<file path="config.mk">
export PLATFORM = sky130hd
export DESIGN_NAME = vga_timing_config_flat
export DESIGN_NICKNAME = d
export VERILOG_FILES = /design/src/rtl/vga_timing_config_pkg.sv /design/src/rtl/vga_timing_config_if.sv /design/src/rtl/vga_timing_config_check.sv /design/src/rtl/vga_timing_config.sv /design/src/flat_wrapper.sv
export SDC_FILE = /design/constraint.sdc
export NUM_CORES = 1
export LEC_CHECK = 0
export CAP_MARGIN = 0
export CORE_MARGIN = 1.5
export CORE_UTILIZATION = 55
export DETAILED_ROUTE_END_ITERATION = 10
export HOLD_SLACK_MARGIN = 0.02
export PLACE_DENSITY = 0.81
export SYNTH_ARGS = -nofsm -noshare
export SYNTH_HDL_FRONTEND = slang
export SYNTH_HIERARCHICAL = 1
export SYNTH_SLANG_ARGS = --single-unit
</file>
<file path="constraint.sdc">
create_clock -name i_clk -period 12.8 [get_ports i_clk]
set_input_delay 2.56 -clock i_clk [delete_from_list [all_inputs] [get_ports i_clk]]
set_output_delay 2.56 -clock i_clk [all_outputs]
set_load 0.01 [all_outputs]
</file>
<file path="src/rtl/vga_timing_config_pkg.sv">
// Shared types and constants for the VGA timing-configuration block:
// preset 60 Hz timings, register offsets, FSM states and the timing-set record.
package vga_cfg_pkg;

    localparam int REZ_W    = 11;
    localparam int PULSE_W  = 8;
    localparam int MARGIN_W = 9;

    typedef struct packed {
        logic [REZ_W-1:0]    hcmax;
        logic [REZ_W-1:0]    vcmax;
        logic [PULSE_W-1:0]  hsync;
        logic [PULSE_W-1:0]  vsync;
        logic [MARGIN_W-1:0] hleft;
        logic [MARGIN_W-1:0] hright;
        logic [MARGIN_W-1:0] vleft;
        logic [MARGIN_W-1:0] vright;
    } timing_set_t;

    localparam logic [2:0] MODE_640X480   = 3'd0;
    localparam logic [2:0] MODE_800X600   = 3'd1;
    localparam logic [2:0] MODE_1024X768  = 3'd2;
    localparam logic [2:0] MODE_1280X1024 = 3'd3;
    localparam logic [2:0] MODE_CUSTOM    = 3'd4;

    localparam int OFS_MODE   = 0;
    localparam int OFS_HCMAX  = 1;
    localparam int OFS_VCMAX  = 2;
    localparam int OFS_HSYNC  = 3;
    localparam int OFS_VSYNC  = 4;
    localparam int OFS_HLEFT  = 5;
    localparam int OFS_HRIGHT = 6;
    localparam int OFS_VLEFT  = 7;
    localparam int OFS_VRIGHT = 8;
    localparam int OFS_COMMIT = 9;

    typedef enum logic [1:0] {
        ST_IDLE    = 2'd0,
        ST_PENDING = 2'd1,
        ST_APPLY   = 2'd2
    } cfg_state_t;

    localparam timing_set_t PRESET_640X480 = '{hcmax: 11'd799, vcmax: 11'd524,
        hsync: 8'd96, vsync: 8'd2, hleft: 9'd48, hright: 9'd16, vleft: 9'd33, vright: 9'd10};
    localparam timing_set_t PRESET_800X600 = '{hcmax: 11'd1055, vcmax: 11'd627,
        hsync: 8'd128, vsync: 8'd4, hleft: 9'd88, hright: 9'd40, vleft: 9'd23, vright: 9'd1};
    localparam timing_set_t PRESET_1024X768 = '{hcmax: 11'd1343, vcmax: 11'd805,
        hsync: 8'd136, vsync: 8'd6, hleft: 9'd160, hright: 9'd24, vleft: 9'd29, vright: 9'd3};
    localparam timing_set_t PRESET_1280X1024 = '{hcmax: 11'd1687, vcmax: 11'd1065,
        hsync: 8'd112, vsync: 8'd3, hleft: 9'd248, hright: 9'd48, vleft: 9'd38, vright: 9'd1};

    function automatic timing_set_t preset_set(input logic [2:0] mode);
        case (mode)
            MODE_800X600:   preset_set = PRESET_800X600;
            MODE_1024X768:  preset_set = PRESET_1024X768;
            MODE_1280X1024: preset_set = PRESET_1280X1024;
            default:        preset_set = PRESET_640X480;
        endcase
    endfunction

endpackage

</file>
<file path="src/rtl/vga_timing_config_if.sv">
// Configuration write bus of the VGA timing-configuration block, with the
// pending/error status flowing back to the bus master.
interface vga_timing_config_if #(
    parameter int CONFIG_WIDTH = 4,
    parameter int DATA_WIDTH   = 16
);
    logic                    valid;
    logic [CONFIG_WIDTH-1:0] addr;
    logic [DATA_WIDTH-1:0]   data;
    logic                    ready;
    logic                    err;

    modport master (output valid, addr, data, input ready, err);
    modport slave  (input valid, addr, data, output ready, err);
endinterface

</file>
<file path="src/rtl/vga_timing_config_check.sv">
// Combinational validator for a custom timing set: the sync pulse plus both
// porches must fit strictly inside the total count, horizontally and vertically.
module vga_timing_check
    import vga_cfg_pkg::*;
#(
    parameter int REZ_MAX_WIDTH = REZ_W
) (
    input  timing_set_t i_set,
    output logic        o_pass
);
    localparam int SUM_W = REZ_MAX_WIDTH + 2;

    logic [SUM_W-1:0] w_h_sum;
    logic [SUM_W-1:0] w_v_sum;

    // Two guard bits keep the three-term sums from wrapping
    always_comb begin
        w_h_sum = SUM_W'(i_set.hsync) + SUM_W'(i_set.hleft) + SUM_W'(i_set.hright);
        w_v_sum = SUM_W'(i_set.vsync) + SUM_W'(i_set.vleft) + SUM_W'(i_set.vright);
        o_pass  = (w_h_sum < SUM_W'(i_set.hcmax)) && (w_v_sum < SUM_W'(i_set.vcmax));
    end
endmodule

</file>
<file path="src/rtl/vga_timing_config.sv">
// Holds the active VGA timing set; bus writes stage a new set that is applied
// at a frame boundary (or right away) with a one-cycle load strobe.
module vga_timing_config
    import vga_cfg_pkg::*;
#(
    parameter int CONFIG_WIDTH  = 4,
    parameter int DATA_WIDTH    = 16,
    parameter int BASE_ADDR     = 2,
    parameter int REZ_MAX_WIDTH = REZ_W,
    parameter int PULSE_WIDTH   = PULSE_W,
    parameter int MARGIN_WIDTH  = MARGIN_W,
    parameter int SYNC_TO_FRAME = 1
) (
    input  logic                    i_clk,
    input  logic                    i_rst_n,
    vga_timing_config_if.slave      cfg_bus,
    input  logic                    i_frame_end,
    output logic [2:0]              o_mode_active,
    output logic                    o_load_config,
    output logic [PULSE_WIDTH-1:0]  o_h_sync_pulse,
    output logic [PULSE_WIDTH-1:0]  o_v_sync_pulse,
    output logic [REZ_MAX_WIDTH-1:0] o_h_count_max,
    output logic [REZ_MAX_WIDTH-1:0] o_v_count_max,
    output logic [MARGIN_WIDTH-1:0] o_h_left_margin,
    output logic [MARGIN_WIDTH-1:0] o_v_left_margin,
    output logic [MARGIN_WIDTH-1:0] o_h_right_margin,
    output logic [MARGIN_WIDTH-1:0] o_v_right_margin
);
    cfg_state_t              r_state, w_state_nxt;
    timing_set_t             r_shadow, r_stage, r_cur, w_stage_set;
    logic [2:0]              r_stage_mode, r_mode, w_sel_mode;
    logic                    r_restage, r_load, r_ready, r_err;
    logic                    w_sel, w_stage, w_err_set, w_custom_ok, w_apply, w_ready_nxt;
    logic [CONFIG_WIDTH-1:0] w_addr;
    logic [DATA_WIDTH-1:0]   w_data;
    int                      w_ofs;

    assign w_addr = cfg_bus.addr;
    assign w_data = cfg_bus.data;
    assign w_ofs  = int'(w_addr) - BASE_ADDR;

    vga_timing_check #(.REZ_MAX_WIDTH(REZ_MAX_WIDTH)) u_check (
        .i_set  (r_shadow),
        .o_pass (w_custom_ok)
    );

    // Decode mode-select / commit writes into a staging request or an error
    always_comb begin
        w_sel      = 1'b0;
        w_sel_mode = MODE_640X480;
        w_stage    = 1'b0;
        w_err_set  = 1'b0;
        if (cfg_bus.valid && (w_ofs == OFS_MODE)) begin
            w_sel      = 1'b1;
            w_sel_mode = w_data[2:0];
        end else if (cfg_bus.valid && (w_ofs == OFS_COMMIT)) begin
            w_sel      = 1'b1;
            w_sel_mode = MODE_CUSTOM;
        end else begin
            w_sel      = 1'b0;
        end
        w_stage_set = preset_set(w_sel_mode);
        if (!w_sel) begin
            w_stage = 1'b0;
        end else if (w_sel_mode < MODE_CUSTOM) begin
            w_stage = 1'b1;
        end else if ((w_sel_mode == MODE_CUSTOM) && w_custom_ok) begin
            w_stage     = 1'b1;
            w_stage_set = r_shadow;
        end else begin
            w_err_set = 1'b1;
        end
    end

    // Custom shadow fields, truncated to their field widths on write
    always_ff @(posedge i_clk or negedge i_rst_n) begin
        if (!i_rst_n) begin
            r_shadow <= '0;
        end else if (cfg_bus.valid) begin
            case (w_ofs)
                OFS_HCMAX:  r_shadow.hcmax  <= REZ_W'(w_data);
                OFS_VCMAX:  r_shadow.vcmax  <= REZ_W'(w_data);
                OFS_HSYNC:  r_shadow.hsync  <= PULSE_W'(w_data);
                OFS_VSYNC:  r_shadow.vsync  <= PULSE_W'(w_data);
                OFS_HLEFT:  r_shadow.hleft  <= MARGIN_W'(w_data);
                OFS_HRIGHT: r_shadow.hright <= MARGIN_W'(w_data);
                OFS_VLEFT:  r_shadow.vleft  <= MARGIN_W'(w_data);
                OFS_VRIGHT: r_shadow.vright <= MARGIN_W'(w_data);
                default:    r_shadow        <= r_shadow;
            endcase
        end
    end

    // Staged set: last accepted staging wins until it is applied
    always_ff @(posedge i_clk or negedge i_rst_n) begin
        if (!i_rst_n) begin
            r_stage      <= PRESET_640X480;
            r_stage_mode <= MODE_640X480;
        end else if (w_stage) begin
            r_stage      <= w_stage_set;
            r_stage_mode <= w_sel_mode;
        end
    end

    // FSM state register
    always_ff @(posedge i_clk or negedge i_rst_n) begin
        if (!i_rst_n) begin
            r_state <= ST_IDLE;
        end else begin
            r_state <= w_state_nxt;
        end
    end

    // FSM next state; r_restage covers a staging that arrived on the way into APPLY
    always_comb begin
        w_state_nxt = r_state;
        case (r_state)
            ST_IDLE:    w_state_nxt = w_stage ? ST_PENDING : ST_IDLE;
            ST_PENDING: w_state_nxt = ((SYNC_TO_FRAME == 0) || i_frame_end) ? ST_APPLY : ST_PENDING;
            ST_APPLY:   w_state_nxt = (w_stage || r_restage) ? ST_PENDING : ST_IDLE;
            default:    w_state_nxt = ST_IDLE;
        endcase
    end

    // FSM outputs, looked ahead one state so the registered outputs line up with it
    always_comb begin
        w_apply     = (w_state_nxt == ST_APPLY);
        w_ready_nxt = (w_state_nxt == ST_IDLE);
    end

    // Registered timing outputs and status
    always_ff @(posedge i_clk or negedge i_rst_n) begin
        if (!i_rst_n) begin
            r_cur     <= PRESET_640X480;
            r_mode    <= MODE_640X480;
            r_load    <= 1'b1;
            r_ready   <= 1'b1;
            r_err     <= 1'b0;
            r_restage <= 1'b0;
        end else begin
            r_load    <= w_apply;
            r_ready   <= w_ready_nxt;
            r_restage <= w_apply && w_stage;
            if (w_apply) begin
                r_cur  <= r_stage;
                r_mode <= r_stage_mode;
            end
            if (w_err_set) begin
                r_err <= 1'b1;
            end else if (w_stage) begin
                r_err <= 1'b0;
            end
        end
    end

    assign cfg_bus.ready    = r_ready;
    assign cfg_bus.err      = r_err;
    assign o_mode_active    = r_mode;
    assign o_load_config    = r_load;
    assign o_h_count_max    = REZ_MAX_WIDTH'(r_cur.hcmax);
    assign o_v_count_max    = REZ_MAX_WIDTH'(r_cur.vcmax);
    assign o_h_sync_pulse   = PULSE_WIDTH'(r_cur.hsync);
    assign o_v_sync_pulse   = PULSE_WIDTH'(r_cur.vsync);
    assign o_h_left_margin  = MARGIN_WIDTH'(r_cur.hleft);
    assign o_h_right_margin = MARGIN_WIDTH'(r_cur.hright);
    assign o_v_left_margin  = MARGIN_WIDTH'(r_cur.vleft);
    assign o_v_right_margin = MARGIN_WIDTH'(r_cur.vright);
endmodule

</file>
<file path="src/flat_wrapper.sv">
// flat-port wrapper written by rule: the top's interface ports become plain ports
module vga_timing_config_flat import vga_cfg_pkg::*;
#(
    parameter int CONFIG_WIDTH  = 4,
    parameter int DATA_WIDTH    = 16,
    parameter int BASE_ADDR     = 2,
    parameter int REZ_MAX_WIDTH = REZ_W,
    parameter int PULSE_WIDTH   = PULSE_W,
    parameter int MARGIN_WIDTH  = MARGIN_W,
    parameter int SYNC_TO_FRAME = 1
)
  (i_clk, i_rst_n, i_frame_end, o_mode_active, o_load_config, o_h_sync_pulse, o_v_sync_pulse, o_h_count_max, o_v_count_max, o_h_left_margin, o_v_left_margin, o_h_right_margin, o_v_right_margin, cfg_bus_valid, cfg_bus_addr, cfg_bus_data, cfg_bus_ready, cfg_bus_err);
  vga_timing_config_if #(.CONFIG_WIDTH(CONFIG_WIDTH), .DATA_WIDTH(DATA_WIDTH)) cfg_bus_i ();
  input  logic i_clk;
  input  logic i_rst_n;
  input  logic i_frame_end;
  output logic [2:0] o_mode_active;
  output logic o_load_config;
  output logic [PULSE_WIDTH-1:0] o_h_sync_pulse;
  output logic [PULSE_WIDTH-1:0] o_v_sync_pulse;
  output logic [REZ_MAX_WIDTH-1:0] o_h_count_max;
  output logic [REZ_MAX_WIDTH-1:0] o_v_count_max;
  output logic [MARGIN_WIDTH-1:0] o_h_left_margin;
  output logic [MARGIN_WIDTH-1:0] o_v_left_margin;
  output logic [MARGIN_WIDTH-1:0] o_h_right_margin;
  output logic [MARGIN_WIDTH-1:0] o_v_right_margin;
  input wire logic [$bits(cfg_bus_i.valid)-1:0] cfg_bus_valid;
  input wire logic [$bits(cfg_bus_i.addr)-1:0] cfg_bus_addr;
  input wire logic [$bits(cfg_bus_i.data)-1:0] cfg_bus_data;
  output wire logic [$bits(cfg_bus_i.ready)-1:0] cfg_bus_ready;
  output wire logic [$bits(cfg_bus_i.err)-1:0] cfg_bus_err;
  assign cfg_bus_i.valid = cfg_bus_valid;
  assign cfg_bus_i.addr = cfg_bus_addr;
  assign cfg_bus_i.data = cfg_bus_data;
  assign cfg_bus_ready = cfg_bus_i.ready;
  assign cfg_bus_err = cfg_bus_i.err;
  vga_timing_config #(.CONFIG_WIDTH(CONFIG_WIDTH), .DATA_WIDTH(DATA_WIDTH), .BASE_ADDR(BASE_ADDR), .REZ_MAX_WIDTH(REZ_MAX_WIDTH), .PULSE_WIDTH(PULSE_WIDTH), .MARGIN_WIDTH(MARGIN_WIDTH), .SYNC_TO_FRAME(SYNC_TO_FRAME)) u_core (.i_clk(i_clk), .i_rst_n(i_rst_n), .cfg_bus(cfg_bus_i), .i_frame_end(i_frame_end), .o_mode_active(o_mode_active), .o_load_config(o_load_config), .o_h_sync_pulse(o_h_sync_pulse), .o_v_sync_pulse(o_v_sync_pulse), .o_h_count_max(o_h_count_max), .o_v_count_max(o_v_count_max), .o_h_left_margin(o_h_left_margin), .o_v_left_margin(o_v_left_margin), .o_h_right_margin(o_h_right_margin), .o_v_right_margin(o_v_right_margin));
endmodule
</file>
After elaboration in Yosys (flattened, before gate mapping)
Index checks and enable logic that the tools add are counted.
Word-level totals
  memories: 0
  output and inout port bits: 80
  bits of input ports: 24
  logic and storage cells: 93
  memory bits (writable): 0
  bits in latches: 0
  bits in registers: 234
  ROM bits: 0
Operators by class
  shift operators: 0
  $mul: 0
  div/mod/pow operators: 0
  add/subtract/negate cells: 5
  reductions and logical operators: 18
  equality and inequality tests: 16
  magnitude comparators: 3
  mux-type cells: 20
  bitwise gates (word level): 0
Operators by type and width (count)
  74-bit 2-to-1 mux: 3
  74-bit one-hot mux with 3 select lines: 1
  32-bit by 3-bit == test with 1-bit output (second input constant): 4
  32-bit by 2-bit == test with 1-bit output (second input constant): 2
  32-bit by 1-bit == test with 1-bit output (second input constant): 1
  32-bit by 4-bit == test with 1-bit output (second input constant): 1
  32-bit by 5-bit == test with 1-bit output (second input constant): 1
  32-bit logical NOT: 1
  8-bit by 9-bit adder with 10-bit output: 2
  2-bit AND reduction: 8
  13-bit by 9-bit adder with 13-bit output: 1
  13-bit by 11-bit < comparator with 1-bit output: 1
  1-bit 2-to-1 mux: 12
  10-bit by 9-bit adder with 11-bit output: 1
  11-bit < comparator: 1
  3-bit by 2-bit == test with 1-bit output (second input constant): 2
  3-bit 2-to-1 mux: 2
  2-bit one-hot mux with 3 select lines: 1
  1-bit logical AND: 5
  4-bit by 2-bit subtractor with 5-bit output (second input constant): 1
  2-bit == test (second input constant): 2
  2-bit logical NOT: 2
  3-bit by 1-bit == test with 1-bit output (second input constant): 1
  3-bit == test (second input constant): 1
  5 further kinds: 5

Longest topological paths before layout
  depth in word-level cells: 15
  depth in mapped cells: 25
  mapped depth without buffers: 23

Cells and area by module
Netlist, hierarchy kept.
Modules (own cells, without submodules)
  vga_timing_config: cells each 770, area each 9176.3 sq um, instances 1
  vga_timing_check: cells each 233, area each 1805.5 sq um, instances 1

Worst setup path before layout
OpenSTA, ideal clock, no wires.
  kind: flip-flop to flip-flop
  start: register u_core/r_shadow[27] (netlist name)
  end: register u_core/r_stage[71] (netlist name)
  slack: 7.896 ns
  arrival time: 4.819 ns
  setup time: 0.085 ns
  clock period less this slack: 4.904 ns
  stages on the path, launching flop included: 24
  path through: dfrtp_1 > ha_1 > inv_1 > fa_1 > nor2b_1 > o21a_1 > nor2_1 > xnor2_1 > ha_1 > and3_1 > a221o_1 > nor4_2 > nor3_1 > xor2_1 > ha_1 > o21ai_0 > o21ai_0 > o211ai_1 > and4_1 > or3b_1 > a211oi_1 > o21a_2 > buf_4 > mux2_1
On the way
  word-level cells in the longest chain between the ends: 8
RTL lines
  start, declared: RTL line vga_timing_config.sv:30  | timing_set_t r_shadow, r_stage, r_cur, w_stage_set;
  start signal, assigned: RTL line vga_timing_config.sv:89  | default: r_shadow <= r_shadow;
  8-bit by 9-bit adder with 10-bit output (*): RTL line vga_timing_config_check.sv:18  | w_h_sum = SUM_W'(i_set.hsync) + SUM_W'(i_set.hleft) + SUM_W'(i_set.hright);
  13-bit by 9-bit adder with 13-bit output (*): RTL line vga_timing_config_check.sv:18
  13-bit by 11-bit < comparator with 1-bit output (*): RTL line vga_timing_config_check.sv:20  | o_pass = (w_h_sum < SUM_W'(i_set.hcmax)) && (w_v_sum < SUM_W'(i_set.vcmax));
  1-bit logical AND (*): RTL line vga_timing_config_check.sv:20
  net u_core.w_custom_ok: RTL line vga_timing_config.sv:33  | logic w_sel, w_stage, w_err_set, w_custom_ok, w_apply, w_ready_nxt;
  1-bit logical AND (*): RTL line vga_timing_config.sv:67  | end else if ((w_sel_mode == MODE_CUSTOM) && w_custom_ok) begin
  74-bit 2-to-1 mux or 1-bit 2-to-1 mux (tied branches): RTL line vga_timing_config.sv:67
  74-bit 2-to-1 mux or 1-bit 2-to-1 mux (tied branches): RTL line vga_timing_config.sv:65  | end else if (w_sel_mode < MODE_CUSTOM) begin
  74-bit 2-to-1 mux or 1-bit 2-to-1 mux (tied branches): RTL line vga_timing_config.sv:63  | if (!w_sel) begin
  end signal, assigned: RTL line vga_timing_config.sv:100  | r_stage <= w_stage_set;
  end, declared: RTL line vga_timing_config.sv:30
Mark *: on every way through the listed nets, which the timed path passes. The rest lies on a longest branch.
A chain may end at the register's enable or synchronous reset.

Final worst setup path
  start: register u_core/r_shadow[44] (netlist name)
  end: register u_core/r_stage[51] (netlist name)
Same word-level chain as after synthesis.

==> run metrics <==
Pwr Density=255 nW/um^2; min Tclk post-route=6.18 ns; ANT cells=0; crit-path max FO=33; DRC=0; hold path startpoint=u_core/o_v_count_max[9]; Buffers on Ports=98; clk_lat worst skew=0.51 ns; H-tree levels=1; setup skew after layout=0.0152 ns; Final period util=0.483; commonest non-fill, non-tap cells in the layout=nand2_1, dfrtp_1, clkdlybuf4s50_1, mux2_2, inv_1; Critical Path Start=u_core/r_shadow[44]; Slew Limit Fails=0; clk root buf=clkbuf_16; fraction of registers with async set/reset=1.00; syn nets=1085; share of cells above drive strength 1=0.159; FF-to-FF setup slack=6.62 ns; Final Hold Viols=0; Cells after Synth=1003; drt total wl=26000 um; CTS buffer count=24; Critical R2R Launch=u_core/r_shadow[44]; dpl ws=6.73 ns; hpwl dp=17800 um; clk slew on worst S/H paths=0.06 ns; Initial DRC Count=560; Overall Global Routing Usage=0.260; largest net degree at the start of global routing=86; Unique masters post-synth=71; most frequently used flop master after synthesis=dfrtp_1; Rows=between 50 and 60; CTS resizes=0; CTS tree=built; nature of the critical path startpoint=flip-flop; Finish-stage setup viols=0; die width=144 um; R2R cell count=23; drt via density=5.73; TNS Setup=0 ns; core footprint=roughly 20000 um^2; clock tree buffer depth=3; Die ar.=20800 um^2; Post-layout nets=1169; area delta synth->final=17.6%; outcome=completed; Total Power=around 3.3 mW; routability cong.=around 0.9; HP Class=reg2reg; max cap viols=0; drt first pass iters=4; Lkg Pwr=6.03 nW; Synth Cell Area=11000 um^2; Hold EP=u_core/o_v_count_max[9]; Vias=7847; wire length per cell=between 15 and 20 um; vias in the first global route=7634; clk sink count=234; flops & latches, synth=234; number of flops mapped to enable cells by yosys=0; CP arrival=about 6.6 ns; maximum vdd drop=~92 uV; Setup Fix Bufs, Post-CTS=0; worst setup path class=reg2reg; die height=about 140 um; slew at the pin with the worst max-slew slack=1.37 ns; setup ws final=6.62 ns; Min Hold Slack=0.454 ns; most common cell after layout, fill and taps aside=nand2_1; post-synthesis sequential area ratio=0.538; antenna violations before repair=0; first-pass GRT wire length=41500 um; Worst Setup End Kind=flip-flop; Required @ worst endpoint=around 13 ns; r2r endpoint=u_core/r_stage[51]; fmax=0.162 GHz; Starting Density=0.562; Max transition margin=0.0814; Final ANT Viol Nets=0; synthesized area per cell=10.9 um^2; num ports=104; Hold Path Stages=2; grt ovf=0; unrepaired setup endpoints after global routing=false; CTS Hold Bufs=0; YS warnings=6
through the flow:
step                      utilization  area (um^2)  std cells
final                           0.661        12900       1370
after global routing            0.661        12900       1370
after CTS                       0.661        12900       1370
after detailed placement        0.623        12200       1326
after global placement          0.623        12200       1326
after floorplan                     -        11000       1003
critical path, stage by stage (launching register included):
cell	delay (ns)
dfrtp_1	0.45
ha_1	0.21
inv_1	0.05
fa_1	0.40
nor2b_1	0.19
o21a_1	0.13
nor2_1	0.04
xnor2_1	0.13
ha_1	0.34
and3_1	0.21
a221o_1	0.39
nor4_2	0.15
nor3_1	0.10
xor2_1	0.20
ha_1	0.28
o21ai_0	0.15
o21ai_0	0.10
o211ai_1	0.13
and4_1	0.39
or3b_1	0.43
a211oi_1	0.49
o21ai_4	0.36
buf_4	0.37
a221o_1	0.37
final cells by class:
| class | instances | area [um^2] |
|---|---|---|
| fillers | 1542 | 6620 |
| flip-flops and latches | 234 | 5910 |
| multi-input cells | 669 | 4670 |
| repair buffers | 106 | 1050 |
| clock buffers | 37 | 691 |
| well taps | 265 | 332 |
| inverters | 52 | 195 |
| clock inverters | 7 | 65.1 |
worst max-delay path by stage:
stage                               to  slack (ns)  cells past startpoint
floorplan           u_core/r_stage[71]        7.90                     23
global placement    u_core/r_stage[13]        6.83                     19
detailed placement  u_core/r_stage[13]        6.73                     23
CTS                 u_core/r_stage[13]        6.70                     23
global route        u_core/r_stage[51]        6.25                     23
finish              u_core/r_stage[51]        6.62                     23
flip-flops by register name (all words and copies together) (netlist names), 8 cells and up:
name,flops
u_core/o_h_left_margin,9
u_core/o_h_count_max,11
u_core/o_v_left_margin,9
u_core/o_v_sync_pulse,8
u_core/o_v_right_margin,9
u_core/r_stage,74
u_core/r_shadow,74
u_core/o_h_right_margin,9
u_core/o_h_sync_pulse,8
u_core/o_v_count_max,11
report_power, final:
part | total [mW] | internal, mW | switching (mW)
combinational | 1.38 | 0.682 | 0.703
clock | 0.672 | 0.392 | 0.280
sequential | 1.24 | 1.04 | 0.195
layer usage:
layer  share of wire  track usage  vias to the layer above
met2            0.47        0.416                      222
met3           0.050       0.0354                       44
met1            0.45        0.372                     3943
met5               0            0                        -
li1                -            -                     3638
met4           0.024       0.0792                        0
logic make-up (layout without fill, tap and decap cells):
kind of cell	after synthesis	in the layout	share of synthesized area
simple gates	344	344	0.134
fa+ha+maj	58	58	0.0736
mux	80	80	0.0817
compound gates	162	162	0.113
xor+xnor	25	25	0.0213
flops	234	234	0.538
buf+inv	100	202	0.0381
Yosys cell counts, types with 4 or more instances:
library cell | number | area, um^2
a211oi_1 | 5 | 37.5
a21o_1 | 6 | 45.0
a21oi_1 | 21 | 105
a221o_1 | 17 | 170
a22o_1 | 30 | 263
a2bb2oi_1 | 4 | 35.0
and3_1 | 4 | 25.0
buf_2 | 16 | 80.1
clkbuf_1 | 25 | 93.8
dfrtp_1 | 192 | 4800
dfstp_2 | 42 | 1100
fa_1 | 11 | 220
ha_1 | 47 | 588
inv_1 | 51 | 191
mux2_2 | 73 | 822
mux2i_1 | 5 | 50.1
nand2_1 | 244 | 916
nand3_1 | 14 | 70.1
nor2_1 | 30 | 113
nor2b_1 | 7 | 43.8
nor3_1 | 15 | 75.1
nor3b_1 | 4 | 30.0
o21a_1 | 5 | 37.5
o21ai_0 | 23 | 115
o21ai_1 | 4 | 20.0
o22a_1 | 9 | 78.8
o2bb2ai_1 | 8 | 70.1
xnor2_1 | 21 | 184
(Power assumes the default switching activity.)
